$ cat src/rtl/seg_scan_ctrl.sv
// seg_scan_ctrl
// Multiplexed seven-segment display scanner. One shared active-low segment
// bus is time-shared across NUM_DIGITS common-anode digits. Each digit owns
// a slot of REFRESH_DIV clocks. The first BLANK_CYCLES clocks of every slot
// turn all anodes off so the previous digit's pattern does not ghost.
// Displayed data lives in a shadow register that changes only on frame
// boundaries, so a value update never tears in the middle of a frame.
//
// Ports:
//   clk        system clock
//   rst        synchronous, active-high reset
//   value      hex nibbles, nibble i -> digit i (digit 0 least significant)
//   dp_in      decimal point request per digit, active high
//   load       one-cycle strobe capturing value, dp_in and blank_lz
//   blank_lz   leading-zero blanking enable, captured with load
//   seg        segments, active low; seg[6:0] = g..a, seg[7] = dp
//   an         anodes, active low, one-hot-low while a digit is driven
//   digit_idx  slot index matching the current seg/an outputs
//   frame_done one-cycle pulse at the start of each frame
module seg_scan_ctrl #(
  parameter int NUM_DIGITS   = 4,
  parameter int REFRESH_DIV  = 50000,
  parameter int BLANK_CYCLES = 2,
  localparam int IW = (NUM_DIGITS > 1) ? $clog2(NUM_DIGITS) : 1,
  localparam int CW = (REFRESH_DIV > 1) ? $clog2(REFRESH_DIV) : 1
) (
  input  logic                    clk,
  input  logic                    rst,
  input  logic [4*NUM_DIGITS-1:0] value,
  input  logic [NUM_DIGITS-1:0]   dp_in,
  input  logic                    load,
  input  logic                    blank_lz,
  output logic [7:0]              seg,
  output logic [NUM_DIGITS-1:0]   an,
  output logic [IW-1:0]           digit_idx,
  output logic                    frame_done
);

  // Scan position
  logic [CW-1:0] cnt_reg;
  logic [IW-1:0] idx_reg;

  // Data being displayed this frame
  logic [4*NUM_DIGITS-1:0] shadow_val_reg;
  logic [NUM_DIGITS-1:0]   shadow_dp_reg;
  logic                    shadow_blz_reg;

  // Most recent load, waiting for the next frame boundary
  logic [4*NUM_DIGITS-1:0] staged_val_reg;
  logic [NUM_DIGITS-1:0]   staged_dp_reg;
  logic                    staged_blz_reg;
  logic                    pending_reg;

  logic                  slot_end;
  logic                  boundary;
  logic                  in_guard;
  logic [3:0]            nib [NUM_DIGITS];
  logic [NUM_DIGITS-1:0] blank;
  logic [3:0]            cur_nib;
  logic                  cur_blank;
  logic [7:0]            seg_next;
  logic [NUM_DIGITS-1:0] an_next;

  function automatic logic [6:0] dec7(input logic [3:0] n);
    case (n)
      4'h0: dec7 = 7'h40;
      4'h1: dec7 = 7'h79;
      4'h2: dec7 = 7'h24;
      4'h3: dec7 = 7'h30;
      4'h4: dec7 = 7'h19;
      4'h5: dec7 = 7'h12;
      4'h6: dec7 = 7'h02;
      4'h7: dec7 = 7'h78;
      4'h8: dec7 = 7'h00;
      4'h9: dec7 = 7'h10;
      4'hA: dec7 = 7'h08;
      4'hB: dec7 = 7'h03;
      4'hC: dec7 = 7'h46;
      4'hD: dec7 = 7'h21;
      4'hE: dec7 = 7'h06;
      default: dec7 = 7'h0E;
    endcase
  endfunction

  assign slot_end = (cnt_reg == CW'(REFRESH_DIV - 1));
  assign boundary = slot_end && (idx_reg == IW'(NUM_DIGITS - 1));
  assign in_guard = (BLANK_CYCLES > 0) && (int'(cnt_reg) < BLANK_CYCLES);

  // Per-digit nibble view and leading-zero mask. A digit is a leading zero
  // when it and every more-significant nibble are zero; digit 0 always shows
  // so an all-zero value still displays a single "0".
  for (genvar gi = 0; gi < NUM_DIGITS; gi++) begin : g_digit
    assign nib[gi] = shadow_val_reg[4*gi +: 4];
    if (gi == 0) begin : g_lsd
      assign blank[gi] = 1'b0;
    end else begin : g_upper
      assign blank[gi] = shadow_blz_reg & ~(|shadow_val_reg[4*NUM_DIGITS-1:4*gi]);
    end
  end

  assign cur_nib   = nib[idx_reg];
  assign cur_blank = blank[idx_reg];

  always_comb begin
    seg_next = 8'hFF;
    an_next  = '1;
    if (!in_guard) begin
      // A blanked digit keeps its anode off and never lights its dp
      seg_next = {~(shadow_dp_reg[idx_reg] & ~cur_blank), dec7(cur_nib)};
      if (!cur_blank) begin
        an_next = ~(NUM_DIGITS'(1) << idx_reg);
      end
    end
  end

  always_ff @(posedge clk) begin
    if (rst) begin
      cnt_reg        <= '0;
      idx_reg        <= '0;
      shadow_val_reg <= '0;
      shadow_dp_reg  <= '0;
      shadow_blz_reg <= 1'b0;
      staged_val_reg <= '0;
      staged_dp_reg  <= '0;
      staged_blz_reg <= 1'b0;
      pending_reg    <= 1'b0;
      seg            <= 8'hFF;
      an             <= '1;
      digit_idx      <= '0;
      frame_done     <= 1'b0;
    end else begin
      // Prescaler and slot sequencing
      if (slot_end) begin
        cnt_reg <= '0;
        idx_reg <= (idx_reg == IW'(NUM_DIGITS - 1)) ? '0 : idx_reg + IW'(1);
      end else begin
        cnt_reg <= cnt_reg + CW'(1);
      end

      frame_done <= boundary;

      // A load landing on the boundary bypasses staging and also discards
      // any older staged value, so the newest data always wins.
      if (boundary && load) begin
        shadow_val_reg <= value;
        shadow_dp_reg  <= dp_in;
        shadow_blz_reg <= blank_lz;
        pending_reg    <= 1'b0;
      end else if (boundary && pending_reg) begin
        shadow_val_reg <= staged_val_reg;
        shadow_dp_reg  <= staged_dp_reg;
        shadow_blz_reg <= staged_blz_reg;
        pending_reg    <= 1'b0;
      end else if (load) begin
        staged_val_reg <= value;
        staged_dp_reg  <= dp_in;
        staged_blz_reg <= blank_lz;
        pending_reg    <= 1'b1;
      end

      // Outputs are registered together so digit_idx always labels seg/an
      seg       <= seg_next;
      an        <= an_next;
      digit_idx <= idx_reg;
    end
  end

endmodule

$ cat config.mk
export PLATFORM = sky130hd
export DESIGN_NAME = seg_scan_ctrl
export DESIGN_NICKNAME = d
export VERILOG_FILES = /design/src/rtl/seg_scan_ctrl.sv
export SDC_FILE = /design/constraint.sdc
export NUM_CORES = 1
export LEC_CHECK = 0
export ABC_AREA = 1
export ABC_CLOCK_PERIOD_IN_PS = 3730
export BUFFER_PORTS_ARGS = -buffer_cell sky130_fd_sc_hd__buf_2
export CAP_MARGIN = 20
export CORE_MARGIN = 1
export CORE_UTILIZATION = 45
export CTS_BUF_LIST = sky130_fd_sc_hd__clkbuf_4 sky130_fd_sc_hd__clkbuf_8 sky130_fd_sc_hd__clkbuf_16
export CTS_CLUSTER_SIZE = 30
export DETAILED_ROUTE_END_ITERATION = 12
export GPL_TIMING_DRIVEN = 0
export SKIP_CTS_REPAIR_TIMING = 1
export SLEW_MARGIN = 20
export SYNTH_ARGS = -nofsm -noshare
export SYNTH_HDL_FRONTEND = slang
export SYNTH_SLANG_ARGS = --single-unit
$ cat constraint.sdc
create_clock -name clk -period 3.73 [get_ports clk]
set_input_delay 0.5595 -clock clk [delete_from_list [all_inputs] [get_ports clk]]
set_output_delay 0.5595 -clock clk [all_outputs]
set_load 0.005 [all_outputs]
==> flow_summary.ini, run 1 <==
[worst_setup_path]
regToRegSetupSlack_ps = 1640
path_max_fanout = 10
worst_ep_arrival_time_ps = 2330
critPathKind = register to register
r2r_cells = 9
worstSetupStartpointType = register
critPathCaptureType = register
r2r_start = idx_reg[0]$_SDFFE_PP0P_
worstSetupEndpoint = seg[5]$_SDFF_PP1_
crit_required_ps = 3960
worstReg2RegEnd = seg[5]$_SDFF_PP1_
worst_setup_path_startpoint = idx_reg[0]$_SDFFE_PP0P_

[synth]
syn_inst = 541
synth_fa_ha_area_frac = 0.0345
synth_simple_gate_area_share = 0.286
ys_ff_latch = 76
synth_area_per_cell_um2 = 7.38
synth_nets = 576
synthMuxAreaShare = 0
yosysSeqAreaShare = 0.381
ys.flop_type = dfxtp_1
synthTopCellsByArea = dfxtp_1 38%, nand2_1 15%, a21oi_2 8.6%, inv_1 7.9%, ha_1 3.4%
yosysTopAreaCellShare = 0.381
synth_edf_count = 0
yosys_warnings = 0
synthesis.area_um2 = 3990
synth_xor_area_frac = 0.00878
synthArstFlopShare = 0
synth_top_family_by_area = simple AND/OR/NAND/NOR gates
synth.distinct_cells = 38
yosysTopAreaCell = dfxtp_1
synth_compound_area_frac = 0.155

[global_route]
grt_max_degree = 13
grt_pass1_wl_um = 14100
grt_pass1_vias = 3014
antenna_found_initial = 0
grt.total_usage = 0.201
grt_overflow = 0

[floorplan]
die_y_um = 96.2
start_util = 0.476
dieWidth_um = 96.2
num_rows = 33
die_area_um2 = 9250
core_um2 = 8380
io-pin-count = 39

[timing]
min_period_over_period = 0.562
rsz0062_at_grt = no
finalClockSkew_ps = 7.73
period_minus_slack_ps = 2090
drv_slew = 0
worst_pin_slew_ps = 475
finalSetupViolations = 0
hold_viol_final = 0
finalSetupTns_ps = 0
fmax_ghz = 0.477
slew_headroom = 0.683

[place]
post_dp_cell_area_um2 = 4310
portBuffers = 38
placed_cells = 684
gp_congestion = 0.812
post-dp-hpwl_um = 6290

[routing]
dr.pass1.iters = 4
drt-initial-drc-count = 145
wl_per_cell_um = 11.9
wirelength_um = 8340
via_per_inst = 4.71
dr_total_vias = 3299
ant_nets = 0
drc_errors = 0

[clock_tree]
clockBufferDepth = 2
clock_latency_ps = 340
tritoncts = built
clkTransAtPathRegs_ps = 80
h-tree-depth = 3
cts_sinks = 76
root_buffer = clkbuf_8
cts_buffers = 9

[hold_path]
whs_path_depth = 2
min_path_type = register to register

[run]
maxCapViolations = 0

[pwr]
power_density_nw_per_um2 = 358
ir_drop_mv = 0.206
leakage_nw = 2.13

[cells_and_area]
nets = 625
finalInstanceArea_um2 = 4510
syn2layout_area_growth_pct = 13.1
drive_gt1_frac = 0.222
stdcell_count = 700
n_antenna_cell = 0

[outcome]
status = finished clean
## worst min-delay path by stage
stage | startpoint | endpoint | slack [ps]
after global routing | staged_val_reg[6]$_SDFFE_PP0P_ | staged_val_reg[6]$_SDFFE_PP0P_ | 470
after CTS | staged_dp_reg[1]$_SDFFE_PP0P_ | staged_dp_reg[1]$_SDFFE_PP0P_ | 460
final | staged_val_reg[6]$_SDFFE_PP0P_ | staged_val_reg[6]$_SDFFE_PP0P_ | 460
after global placement | staged_dp_reg[1]$_SDFFE_PP0P_ | staged_dp_reg[1]$_SDFFE_PP0P_ | 440
after detailed placement | staged_val_reg[8]$_SDFFE_PP0P_ | staged_val_reg[8]$_SDFFE_PP0P_ | 450
after floorplan | cnt_reg[0]$_SDFF_PP0_ | cnt_reg[0]$_SDFF_PP0_ | 430
## worst max-delay path, cell delays in order (launching register included)
cell	delay, ps
dfxtp_1	480
buf_2	250
o21ai_0	140
o21ai_1	380
inv_1	160
ha_1	240
nand2_1	100
o21ai_0	100
nand2_1	70
nand2_1	50
## through the flow
stage	total power, mW	worst slack [ps]	util	hold WS (ps)
after global routing	1.69	1350	0.539	472
after CTS	1.63	1620	0.539	465
after floorplan	0.953	2000	-	430
after global placement	0.992	1680	0.515	442
after detailed placement	0.996	1640	0.515	453
final	1.62	1640	0.539	461
## cell usage in the layout, fill, tap and decap left out, types with 4 or more instances in the layout
| cell | count |
|---|---|
| clkbuf_1 | 4 |
| xor2_1 | 4 |
| nand3_1 | 27 |
| nand4_1 | 5 |
| clkinv_2 | 5 |
| buf_2 | 40 |
| inv_2 | 4 |
| nor2_1 | 22 |
| o21ai_1 | 21 |
| nand2_1 | 158 |
| clkbuf_8 | 12 |
| dfxtp_1 | 76 |
| nor3_1 | 12 |
| a21oi_1 | 16 |
| a21oi_2 | 39 |
| o21ai_0 | 14 |
| nand2_2 | 6 |
| ha_1 | 11 |
| inv_1 | 84 |
| buf_6 | 7 |
## power by group
part | internal [mW] | total, mW | switching, mW
sequential | 0.837 | 0.845 | 0.00840
clock | 0.341 | 0.641 | 0.299
combinational | 0.0501 | 0.130 | 0.0801
## cell type report
cell class / count / area, µm²
Inverter: 92 / 352
Buffer: 19 / 184
Tap cell: 105 / 131
Clock buffer: 11 / 151
Sequential cell: 76 / 1520
Fill cell: 869 / 3870
Timing Repair Buffer: 38 / 190
Multi-Input combinational cell: 354 / 1930
Clock inverter: 5 / 50.0
## cell usage after synthesis (2+ instances only)
cell type and number:
nor3_1 12, nand4_1 5, clkbuf_1 4, o21ai_0 14
nand2_4 2, nor2_2 3, a21oi_1 16, a21oi_2 39
nor2_8 2, inv_2 4, clkinv_1 2, nor2_1 22
nand2_1 158, o211ai_1 2, nand4_4 2, ha_1 11
o21ai_1 21, nand3_4 2, inv_1 84, buf_6 7
nand2_2 6, nand3_1 27, xor2_1 4, dfxtp_1 76
buf_12 2, buf_2 2
## kinds of logic (layout without fill, tap and decap cells)
| group | count (synthesis) | count (layout) |
|---|---|---|
| fa+ha+maj | 11 | 11 |
| compound gates | 93 | 93 |
| buf+inv | 111 | 165 |
| flops | 76 | 76 |
| simple gates | 246 | 246 |
| xor+xnor | 4 | 4 |
## metal layers
metal	wire length, µm	share of wire	GRT usage
met3	278	0.033	0.0387
met1	4180	0.50	0.263
met4	119	0.014	0.0684
met2	3760	0.45	0.328
met5	0	0	0
(Power assumes the default switching activity.)
==> run 2: changes to the inputs <==
--- a/config.mk
+++ b/config.mk
@@ -6,7 +6,7 @@
 export NUM_CORES = 1
 export LEC_CHECK = 0
 export ABC_AREA = 1
-export ABC_CLOCK_PERIOD_IN_PS = 3730
+export ABC_CLOCK_PERIOD_IN_PS = 1900
 export BUFFER_PORTS_ARGS = -buffer_cell sky130_fd_sc_hd__buf_2
 export CAP_MARGIN = 20
 export CORE_MARGIN = 1
@@ -15,6 +15,7 @@
 export CTS_CLUSTER_SIZE = 30
 export DETAILED_ROUTE_END_ITERATION = 12
 export GPL_TIMING_DRIVEN = 0
+export PLACE_DENSITY = 0.66
 export SKIP_CTS_REPAIR_TIMING = 1
 export SLEW_MARGIN = 20
 export SYNTH_ARGS = -nofsm -noshare
==> constraint.sdc (replaced) <==
create_clock -name clk -period 1.9 [get_ports clk]
set_input_delay 0.285 -clock clk [delete_from_list [all_inputs] [get_ports clk]]
set_output_delay 0.285 -clock clk [all_outputs]
set_load 0.005 [all_outputs]
==> flow_summary.ini, run 2 (synthesized netlist as in run 1, its figures left out) <==
[clock_tree]
h-tree-depth = 3
root_buffer = clkbuf_8
clock_latency_ps = 350
clkTransAtPathRegs_ps = 80
clockBufferDepth = 2
cts_sinks = 76
cts_buffers = 9
tritoncts = built

[timing]
holdWs_ps = 177
period_minus_slack_ps = 1750
rsz0062_at_grt = no
worst_pin_slew_ps = 490
finalClockSkew_ps = 9.25
hold_viol_final = 0
min_period_over_period = 0.920
slew_headroom = 0.673
fmax_ghz = 0.572
drv_slew = 0
finalSetupViolations = 0

[place]
post-dp-hpwl_um = 6000
gp_congestion = 0.894
portBuffers = 38

[floorplan]
io-pin-count = 39
die_y_um = 96.2
die_area_um2 = 9250
dieWidth_um = 96.2
core_um2 = 8380
num_rows = 33
start_util = 0.476

[worst_setup_path]
crit_required_ps = 2190
critPathKind = register to register
worst_ep_arrival_time_ps = 2040
worstSetupStartpointType = register
path_max_fanout = 10
critPathCaptureType = register

[cells_and_area]
syn2layout_area_growth_pct = 15.4
mostFrequentLayoutCell = nand2_1
nets = 626
ff_latch_area_um2 = 1530
layout_common_cells = 158 x nand2_1, 83 x inv_1, 74 x dfxtp_1, 39 x a21oi_2, 38 x buf_2
multi_input_area_um2 = 1940
drive_gt1_frac = 0.230
n_antenna_cell = 0
fin_util = 0.550
n_fill_cell = 841

[global_route]
grt.total_usage = 0.199
grt_pass1_wl_um = 14100
antenna_found_initial = 0
grt_overflow = 0
grt_pass1_vias = 3137
grt_max_degree = 14

[routing]
wl_per_cell_um = 11.4
via_per_inst = 4.77
wirelength_um = 8020
drt-initial-drc-count = 183
dr_total_vias = 3343
drc_errors = 0
ant_nets = 0
dr.pass1.iters = 5

[pwr]
ir_drop_mv = 0.460
leakage_nw = 2.15
power_density_nw_per_um2 = 771

[run]
maxCapViolations = 0

[hold_path]
min_path_type = input pin to register

[outcome]
status = finished clean
## run 2: cell count changes in the layout (fill, tap and decap cells not counted), moves of 2 or more
cell        delta
o21ai_0        -2
dfxtp_1        -2
clkinvlp_4     +2
buf_4          +2
bufinv_16      +3
clkinv_2       -4
buf_2          -2
## run 2: layer usage
layer | vias up | GRT usage | share of wire
li1 | 1794 | - | -
met3 | 11 | 0.0427 | 0.036
met4 | 0 | 0.0634 | 0.013
met1 | 1487 | 0.257 | 0.49
met2 | 51 | 0.328 | 0.46
met5 | - | 0 | 0
## run 2: power by group
part | internal, mW | switching, mW | leakage [nW]
combinational | 0.0984 | 0.155 | 1.40
clock | 1.04 | 0.601 | 0.129
sequential | 1.64 | 0.0171 | 0.621
## run 2: path summary, 6_finish.rpt
kind | start | endpoint | slack, ps | cells past startpoint
hold reg to reg | staged_dp_reg[1]$_SDFFE_PP0P_ | staged_dp_reg[1]$_SDFFE_PP0P_ | 460 | 2
hold / removal | rst | pending_reg$_SDFFE_PP0P_ | 180 | 2
setup / recovery | idx_reg[0]$_SDFFE_PP0P_ | seg[3]$_SDFF_PP1_ | 150 | 8
setup reg to reg | idx_reg[0]$_SDFFE_PP0P_ | seg[3]$_SDFF_PP1_ | 150 | 8
## run 2: final cells by class
cell class	instances	area share
Multi-Input combinational cell	354	0.421
Sequential cell	76	0.331
Inverter	92	0.0763
Timing Repair Buffer	39	0.0429
Buffer	19	0.0410
Clock buffer	10	0.0299
Clock inverter	6	0.0293
Tap cell	105	0.0285
## run 2: worst max-delay path, stage by stage (launching register included)
cell	delay (ps)
dfxtp_4	380
clkbuf_4	180
o21ai_0	250
nand2_1	170
inv_1	180
ha_1	270
o21ai_1	140
nand2_1	60
nand3_1	70
## run 2: metrics by stage
stage	instances	instance area (µm²)	power, mW	setup TNS (ps)	setup WS [ps]
CTS	700	4590	3.60	-509	-165
detailed placement	684	4310	1.95	-414	-145
global placement	684	4310	1.94	-335	-120
finish	701	4610	3.55	0	151
floorplan	541	3990	1.87	0	165
global route	701	4610	3.71	0	1.49
